**src/rtl/muxn_rr_reg.sv**
```systemverilog
// muxn_rr_reg: NUM_CH-to-1 registered multiplexer with valid/ready handshakes.
// A round-robin pointer picks the next valid channel. The chosen word and its
// channel index are captured in a single output register stage.
// Optional build macro: MUXN_RR_FIXED_PRIO_EN removes the round-robin pointer,
// so channel 0 always has the highest priority.
module muxn_rr_reg #(
  parameter int NUM_CH = 4,
  parameter int DATA_W = 8,
  parameter int SEL_W  = $clog2(NUM_CH)
) (
  input  logic                     clk,
  input  logic                     rst_n,
  input  logic [NUM_CH-1:0]        in_valid,
  input  logic [NUM_CH*DATA_W-1:0] in_data,
  output logic [NUM_CH-1:0]        in_ready,
  output logic                     out_valid,
  output logic [DATA_W-1:0]        out_data,
  output logic [SEL_W-1:0]         out_sel,
  input  logic                     out_ready
);

  localparam int unsigned NCH_U = NUM_CH;

  logic              load_en;
  logic              gnt_found;
  logic [SEL_W-1:0]  gnt_idx;
  logic [DATA_W-1:0] gnt_data;
  logic [SEL_W-1:0]  start_idx;

  assign load_en = !out_valid || out_ready;

`ifdef MUXN_RR_FIXED_PRIO_EN
  assign start_idx = '0;
`else
  logic [SEL_W-1:0] ptr;

  assign start_idx = ptr;

  // Advance the pointer past the granted channel on each transfer. The wrap
  // is an explicit compare, so it stays in range for any NUM_CH.
  always_ff @(posedge clk or negedge rst_n) begin
    if (!rst_n) begin
      ptr <= '0;
    end else if (load_en && gnt_found) begin
      ptr <= (gnt_idx == SEL_W'(NUM_CH - 1)) ? '0 : gnt_idx + 1'b1;
    end
  end
`endif

  // Pick the first valid channel, starting at start_idx and wrapping.
  always_comb begin
    int unsigned idx;
    logic [SEL_W-1:0] idx_sel;
    gnt_found = 1'b0;
    gnt_idx   = '0;
    gnt_data  = '0;
    idx       = 0;
    idx_sel   = '0;
    for (int unsigned k = 0; k < NCH_U; k++) begin
      idx = int'(start_idx) + k;
      if (idx >= NCH_U) idx = idx - NCH_U;
      idx_sel = idx[SEL_W-1:0];
      if (!gnt_found && in_valid[idx_sel]) begin
        gnt_found = 1'b1;
        gnt_idx   = idx_sel;
        gnt_data  = in_data[idx*DATA_W +: DATA_W];
      end
    end
  end

  // Only the granted channel sees ready, and only when the register can load.
  always_comb begin
    in_ready = '0;
    if (rst_n && load_en && gnt_found) in_ready[gnt_idx] = 1'b1;
  end

  // Output register: load on grant, drain to empty when there is no grant,
  // hold everything on stall.
  always_ff @(posedge clk or negedge rst_n) begin
    if (!rst_n) begin
      out_valid <= 1'b0;
      out_data  <= '0;
      out_sel   <= '0;
    end else if (load_en) begin
      if (gnt_found) begin
        out_valid <= 1'b1;
        out_data  <= gnt_data;
        out_sel   <= gnt_idx;
      end else begin
        out_valid <= 1'b0;
      end
    end
  end

endmodule

```
**config.mk**
```make
export PLATFORM = sky130hd
export DESIGN_NAME = muxn_rr_reg
export DESIGN_NICKNAME = d
export VERILOG_FILES = /design/src/rtl/muxn_rr_reg.sv
export SDC_FILE = /design/constraint.sdc
export NUM_CORES = 1
export LEC_CHECK = 0
export CAP_MARGIN = 15
export CORE_MARGIN = 5
export CORE_UTILIZATION = 53
export DETAILED_ROUTE_END_ITERATION = 8
export PLACE_DENSITY = 0.95
export SETUP_SLACK_MARGIN = 0.1
export SLEW_MARGIN = 20
export SYNTH_ARGS = -nofsm -noshare
export SYNTH_HDL_FRONTEND = slang
export SYNTH_SLANG_ARGS = --single-unit
```
**constraint.sdc**
```tcl
create_clock -name clk -period 9.7 [get_ports clk]
set_clock_uncertainty 0.15 [all_clocks]
set_input_delay 1.94 -clock clk [delete_from_list [all_inputs] [get_ports clk]]
set_output_delay 1.94 -clock clk [all_outputs]
set_load 0.02 [all_outputs]
```
After elaboration in Yosys (flattened, before gate mapping)
Cells that the tools add are included.
{ "classes": {"n_addsub": 8, "n_lt_le_gt_ge": 10, "eq_ne": 1, "shift": 4, "mux": 29, "reduce_logical": 13} }
{ "ops": {"columns": ["cell", "n"], "rows": [
  ["variable part select 32 x 33 -> 8 bit", 4],
  ["two-way mux 29 bit", 4],
  ["two-way mux 8 bit", 4],
  ["< comparator 2 x 3 -> 1 bit (second input constant)", 5],
  ["subtractor 3 x 3 -> 4 bit (second input constant)", 3],
  ["two-way mux 1 bit", 10],
  ["two-way mux 2 bit", 5],
  [">= comparator 3 bit (second input constant)", 3],
  ["binary-select mux 1 bit (select 2 bit)", 4],
  ["logical AND 1 bit", 7],
  ["adder 2 x 2 -> 3 bit (second input constant)", 2],
  ["logical NOT 1 bit", 4],
  ["two-way mux 4 bit", 1],
  ["subtractor 2 x 3 -> 4 bit (second input constant)", 1],
  ["adder 2 x 1 -> 3 bit (second input constant)", 1],
  [">= comparator 2 x 3 -> 1 bit (second input constant)", 1],
  ["adder 2 x 1 -> 2 bit (second input constant)", 1],
  ["demux 1 bit (select 2 bit)", 1],
  ["equality test 2 bit (second input constant)", 1],
  [">= comparator 2 x 1 -> 1 bit (second input constant)", 1],
  ["AND reduction 2 bit", 1],
  ["logical OR 1 bit", 1]
]} }
{ "totals": {"ff_bits": 13, "word_cells": 69} }

Longest topological paths before layout
Gate-level depths: netlist of the first run.
{ "depth": {"word_depth": 19, "mapped_depth": 14, "depth_no_buf": 10} }

Worst setup path after synthesis of the first run
No wires, ideal clock.
{ "synth_path": {"kind": "input to output", "startpoint": "in in_valid[1]", "endpoint": "out in_ready[3]", "arrival_ps": 3667, "required_ps": 7610, "slack_ps": 3943, "path_stages": 7, "path_buffers": 1, "cell_sequence": "mux4_2 -> nand2b_1 -> clkbuf_1 -> and2_1 -> o31ai_1 -> ha_1 -> and3_1"} }
{ "synth_via": {"elab_chain_cells": 17, "elab_cells_between_ends": 29, "classes_between": "2 x order compare; 19 x mux; 8 x reduce/logical"} }
{ "synth_rtl": {"columns": ["element", "line", "rtl"], "rows": [
  ["start, declared", "13", "input logic [NUM_CH-1:0] in_valid,"],
  ["binary-select mux 1 bit (select 2 bit)", "63", "if (!gnt_found && in_valid[idx_sel]) begin"],
  ["two-way mux 1 bit (implied by the code)", "63", null],
  ["two-way mux 1 bit", "63", null],
  ["logical NOT 1 bit", "63", null],
  ["logical AND 1 bit", "63", null],
  ["two-way mux 1 bit", "63", null],
  ["logical NOT 1 bit", "63", null],
  ["logical AND 1 bit", "63", null],
  ["two-way mux 1 bit", "63", null],
  ["logical NOT 1 bit", "63", null],
  ["logical AND 1 bit", "63", null],
  ["two-way mux 2 bit", "63", null],
  ["< comparator 2 x 3 -> 1 bit (implied by the code) or >= comparator 2 x 1 -> 1 bit (tied branches)", "74", "if (rst_n && load_en && gnt_found) in_ready[gnt_idx] = 1'b1;"],
  ["logical AND 1 bit (implied by the code)", "74", null],
  ["two-way mux 1 bit (implied by the code)", "74", null],
  ["demux 1 bit (select 2 bit)", "74", null],
  ["two-way mux 4 bit *", "74", null],
  ["end, declared", "15", "output logic [NUM_CH-1:0] in_ready,"]
]} }
Mark *: on every way between the ends. The rest lies on a longest branch, timed or not. The select of a mux whose other input is x is not followed.

Worst setup path after layout of the first run
{ "layout_path": {"startpoint": "in in_valid[2]", "endpoint": "out in_ready[3]"} }
Same word-level chain as after synthesis.

==> impl_metrics.ini, run 1 <==
[run_status]
outcome = completed

[critical_path]
r2r-start = ptr[1]$_DFFE_PN0P_
cp_max_fo = 20
reg2reg_depth = 9
critPathKind = in -> out
rrSetupSlack_ns = 5.12
cp_data_required_time_ns = 7.61
critPathLaunchType = input pin
crit_path_end_kind = primary output
r2r-end = ptr[0]$_DFFE_PN0P_
cp.arrival_ns = 5.12

[finish]
num-nets-final = 281
diodes = 0
seq_area_um2 = 327
area_growth_pct = 27.8
multiInputGateArea_um2 = 1540
nFillCells = 274
layout.cells.most_common = clkdlybuf4s50_1
stdcell_area_um2 = 2530
final_cell_mix = clkdlybuf4s50_1 (53), mux4_2 (28), mux2i_1 (27)
drive_above_1_share_pct = 15.8

[place]
place_ws_ns = 2.53
dp_hpwl_mm = 3.63
placed_area_um2 = 2490
portBuffers = 53
globalplace.congestion = 0.871

[floorplan]
die-width_um = 71.2
io_pins = 54
die_y_um = 71.2
coreArea_um2 = 3630
dieArea_um2 = 5060
initial_core_util_pct = 54.5
fp-row-count = 22

[detailed_routing]
drtIter0Drc = 128
wirelength_mm = 4.76
vias = 1801
first_pass_iters = 5
wl_per_cell_um = 16.9
drt-vias-per-instance = 6.39
drc = 0
ant_nets = 0

[yosys]
synth_ff_type = dfrtp_1
synth-compound-area-share_pct = 17.2
ys.warnings.count = 0
yosys.area_share.simple_pct = 10.5
synth_mux_area_share_pct = 45.5
ys_async_sr_fraction_pct = 100
ys_seq_elements = 13
synth_top_family_by_area = multiplexers
synth_cell_types = 30
synth_xor_area_share_pct = 0
synthesis.nets = 242
ys_seq_area_share_pct = 16.4
avgSynthCellArea_um2 = 10.1
synthCells = 196
syn_area_um2 = 1980
synth-edff-count = 0
synthAdderAreaFrac_pct = 4.42

[pwr]
switchingPower_uw = 409
switching_share_pct = 47.4
powerDensity_nw_per_um2 = 341
seq_power_share_pct = 12.5
combPwrFrac_pct = 81.8
ir_worst_vdd_mv = 0.206
p_leak_uw = 0.000976
p_clk_share_pct = 5.6
internal_power_uw = 455

[sta]
slew_headroom_pct = 34.4
rsz0062_at_grt = no
slew_viol_final = 0
period_needed_ns = 7.21
layout_setup_ws_ns = 2.49
finalCritPeriodShare_pct = 74.3
hold_viol = 0
tightest_slew_ns = 0.984
fin_tns_setup_ns = 0
fmax_ghz = 0.139
setup_viol = 0

[clocking]
cts_setup_buffers = 0
clock_sinks = 13
numCtsBuffers = 3
postCtsHoldBufs = 0
ctsResizeCount = 0
clk_latency_ns = 0.25
cts-root-buf = clkbuf_8
clockBufferDepth = 2
cts_htree_levels = 1
cts_tree = built
clk_pin_slew_worst_paths_ns = 0.05

[hold_path]
worst_hold_path.endpoint = out_sel[1]$_DFFE_PN0P_
hold_class = reg -> reg
hp-start = out_sel[1]$_DFFE_PN0P_
whs_path_depth = 2

[grt]
grt_pass1_wl_mm = 7.90
antenna_found_initial = 0
overflow = 0
grt_pass1_vias = 1666
grt_max_degree = 56
grt_usage_pct = 18.9

[run]
drv_cap = 0
cell families after synthesis:
| logic type | after synthesis |
|---|---|
| AO/OA/AOI/OAI | 48 |
| adder cells (fa/ha/maj) | 7 |
| buffers and inverters | 26 |
| flip-flops | 13 |
| multiplexers | 55 |
| AND/OR/NAND/NOR | 47 |
flip-flops by register name, summed over array words and instances, names as in the netlist:
register   cells
out_data       8
out_sel        2
ptr            2
out_valid      1
worst max-delay path, cell delays in order:
cell,delay (ns)
clkdlybuf4s50_1,0.52
mux4_2,0.70
nand2b_1,0.41
and2_1,0.28
o31ai_1,0.28
ha_1,0.24
and3_1,0.15
clkdlybuf4s50_1,0.60
Yosys cell counts, drive strengths merged (2+ instances only):
cell / number / area (um2)
mux4: 28 / 631
mux2i: 27 / 270
nand2: 25 / 93.8
dfrtp: 13 / 325
nor2: 12 / 45.0
o21ai: 11 / 55.1
buf: 10 / 60.1
clkbuf: 10 / 37.5
a21o: 9 / 67.6
a31oi: 9 / 56.3
o221ai: 8 / 70.1
ha: 7 / 87.6
inv: 6 / 22.5
and3: 4 / 25.0
a21oi: 3 / 15.0
nand2b: 2 / 12.5
or2: 2 / 12.5
worst max path at each step:
stage	end	slack, ns	start	depth (start not counted)
after floorplan	in_ready[3]	3.94	in_valid[1]	7
after global placement	in_ready[3]	2.61	in_valid[2]	8
after detailed placement	in_ready[3]	2.53	in_valid[2]	8
after CTS	in_ready[3]	2.52	in_valid[2]	8
after global routing	in_ready[3]	2.27	ptr[0]$_DFFE_PN0P_	10
final	in_ready[3]	2.49	in_valid[2]	8
final cells by class:
type                    count  share of cell area (%)
well taps                  48                    2.37
multi-input cells         157                    60.8
inverters                   6                   0.889
repair buffers             54                    21.2
clock buffers               4                    1.78
flip-flops and latches     13                    12.9
metrics by stage:
step,hold slack [ns],instances,util (%),total power (uW)
finish,0.376,282,69.7,864
global route,0.430,282,69.7,941
CTS,0.379,282,69.7,866
detailed placement,0.368,278,68.5,816
global placement,0.359,278,68.5,798
floorplan,0.478,196,-,669
power by group through the flow:
stage               logic, uW  registers, uW  clock network (uW)
global route              777            113                51.3
global placement          691            107                   0
CTS                       709            108                49.8
finish                    707            108                48.8
detailed placement        706            109                   0
floorplan                 542            127                   0
layer usage:
layer | up-vias | track usage, % | wire length, um
met3 | 11 | 1.42 | 279
met1 | 881 | 26.5 | 1980
met4 | 0 | 7.31 | 121
met2 | 65 | 30.4 | 2380
li1 | 844 | - | -
met5 | - | 0 | 0
Note: power is estimated with default switching activity, not from simulation.
==> run 2: changes to the inputs <==
--- a/config.mk
+++ b/config.mk
@@ -7,9 +7,9 @@
 export LEC_CHECK = 0
 export CAP_MARGIN = 15
 export CORE_MARGIN = 5
-export CORE_UTILIZATION = 53
+export CORE_UTILIZATION = 49
 export DETAILED_ROUTE_END_ITERATION = 8
-export PLACE_DENSITY = 0.95
+export PLACE_DENSITY = 0.89
 export SETUP_SLACK_MARGIN = 0.1
 export SLEW_MARGIN = 20
 export SYNTH_ARGS = -nofsm -noshare
==> constraint.sdc (replaced) <==
create_clock -name clk -period 7.2 [get_ports clk]
set_clock_uncertainty 0.15 [all_clocks]
set_input_delay 1.44 -clock clk [delete_from_list [all_inputs] [get_ports clk]]
set_output_delay 1.44 -clock clk [all_outputs]
set_load 0.02 [all_outputs]
==> run 2 against run 1 <==
Net effect:
- setup slack worse by 1.5 ns
- sequential share of layout area is 0.051 points lower
- first-iteration DRC count down 25%
- final area grew 0.40%
- combinational power is 36% higher
- critical path depth unchanged
- worst hold slack better by 0.0038 ns
- cell count grew 1.1%
- critical path type unchanged
- largest power group unchanged
==> impl_metrics.ini, run 2 (synthesized netlist as in run 1, its figures left out) <==
[run_status]
outcome = completed

[place]
dpl.cell_count = 281
globalplace.congestion = 0.866
place_ws_ns = 1.04
portBuffers = 53
dp_hpwl_mm = 3.53

[critical_path]
crit_path_end_kind = primary output
cp_data_required_time_ns = 5.61
r2r-start = ptr[1]$_DFFE_PN0P_
critPathLaunchType = input pin
rrSetupSlack_ns = 3.38
cp.arrival_ns = 4.60
critPathKind = in -> out
cp_max_fo = 20
reg2reg_depth = 9
r2r-end = ptr[0]$_DFFE_PN0P_

[sta]
hold_slack_ns = 0.380
fin_tns_setup_ns = 0
layout_setup_ws_ns = 1.01
period_needed_ns = 6.19
slew_viol_final = 0
fmax_ghz = 0.161
tightest_slew_ns = 1.01
rsz0062_at_grt = no
hold_viol = 0
finalCritPeriodShare_pct = 86.0
slew_headroom_pct = 32.7
setup_viol = 0

[grt]
gr-usage-met3_pct = 2.60
grt.busiest_layer = met2
grt_max_degree = 55
overflow = 0
grtUsageMet2_pct = 26.9
grt_usage_pct = 17.8
grt_pass1_vias = 1615
use_met1_pct = 26.3
grt_pass1_wl_mm = 7.64
antenna_found_initial = 0

[clocking]
clk_pin_slew_worst_paths_ns = 0.05
numCtsBuffers = 3
clockBufferDepth = 2
clock_sinks = 13
cts_setup_buffers = 0
postCtsHoldBufs = 0
cts_htree_levels = 1
cts_tree = built
clk_latency_ns = 0.24
cts-root-buf = clkbuf_8
ctsResizeCount = 0

[detailed_routing]
vias = 1786
wl_per_cell_um = 16.5
first_pass_iters = 4
ant_nets = 0
drt-vias-per-instance = 6.27
wirelength_mm = 4.71
drc = 0
drtIter0Drc = 96

[floorplan]
dieArea_um2 = 5420
fp-row-count = 23
coreArea_um2 = 3970
io_pins = 54
initial_core_util_pct = 49.9
die-width_um = 73.6
die_y_um = 73.6

[run]
drv_cap = 0

[finish]
stdcell_count = 285
layout.cells.most_common = clkdlybuf4s50_1
largest_register = out_data
diodes = 0
final_cell_mix = clkdlybuf4s50_1 (53), mux4_2 (28), mux2i_1 (27)
reg.largest.list = out_data (8), out_sel (2), ptr (2)
postLayoutCoreUtil_pct = 64.0
drive_above_1_share_pct = 16.2
largest_register_ffs = 8
area_growth_pct = 28.3
num-nets-final = 282

[pwr]
ir_worst_vdd_mv = 0.235
powerDensity_nw_per_um2 = 460
p_leak_uw = 0.000981

[hold_path]
whs_path_depth = 2
hold_class = reg -> reg
worst_hold_path.endpoint = out_sel[1]$_DFFE_PN0P_
hp-start = out_sel[1]$_DFFE_PN0P_
-- run 2: changes by cell type in the layout (fill, tap and decap cells not counted), sizes merged --
cell,delta
buf,+1
-- run 2: cell type report --
type,count,area (um2)
timing repair buffer,55,546
tap,50,62.6
clock buffer,4,45.0
inverter,6,22.5
fill,334,1430
sequential,13,327
multi-input combinational,157,1540
-- run 2: power by group --
part / internal [uW] / leakage (uW) / switching (uW)
logic: 466 / 0.000812 / 495
clock network: 39.1 / 0.0000228 / 25.4
registers: 112 / 0.000146 / 32.9
-- run 2: through the flow --
step / total power (uW) / area [um2]
global route: 1270 / 2540
CTS: 1180 / 2540
detailed placement: 1100 / 2500
finish: 1170 / 2540
floorplan: 901 / 1980
global placement: 1080 / 2500
-- run 2: routing by layer --
metal  part of all wire, %  vias up  wire (um)
li1                      -      847          -
met1                    43      855       2020
met2                    47       76       2200
met3                   8.9        8        419
met4                   1.4        0         65
met5                     0        -          0
-- run 2: worst max-delay path by stage --
stage,startpoint,endpoint,depth (start not counted)
floorplan,in_valid[1],in_ready[3],7
global placement,in_valid[2],in_ready[3],8
detailed placement,in_valid[2],in_ready[3],8
CTS,in_valid[2],in_ready[3],8
global route,in_valid[3],in_ready[3],8
finish,in_valid[3],in_ready[3],8
-- run 2: critical path: stages --
cell	delay, ns
clkdlybuf4s50_1	0.51
mux4_2	0.70
nand2b_1	0.42
and2_1	0.28
o31ai_1	0.27
ha_1	0.23
and3_1	0.15
clkdlybuf4s50_1	0.60
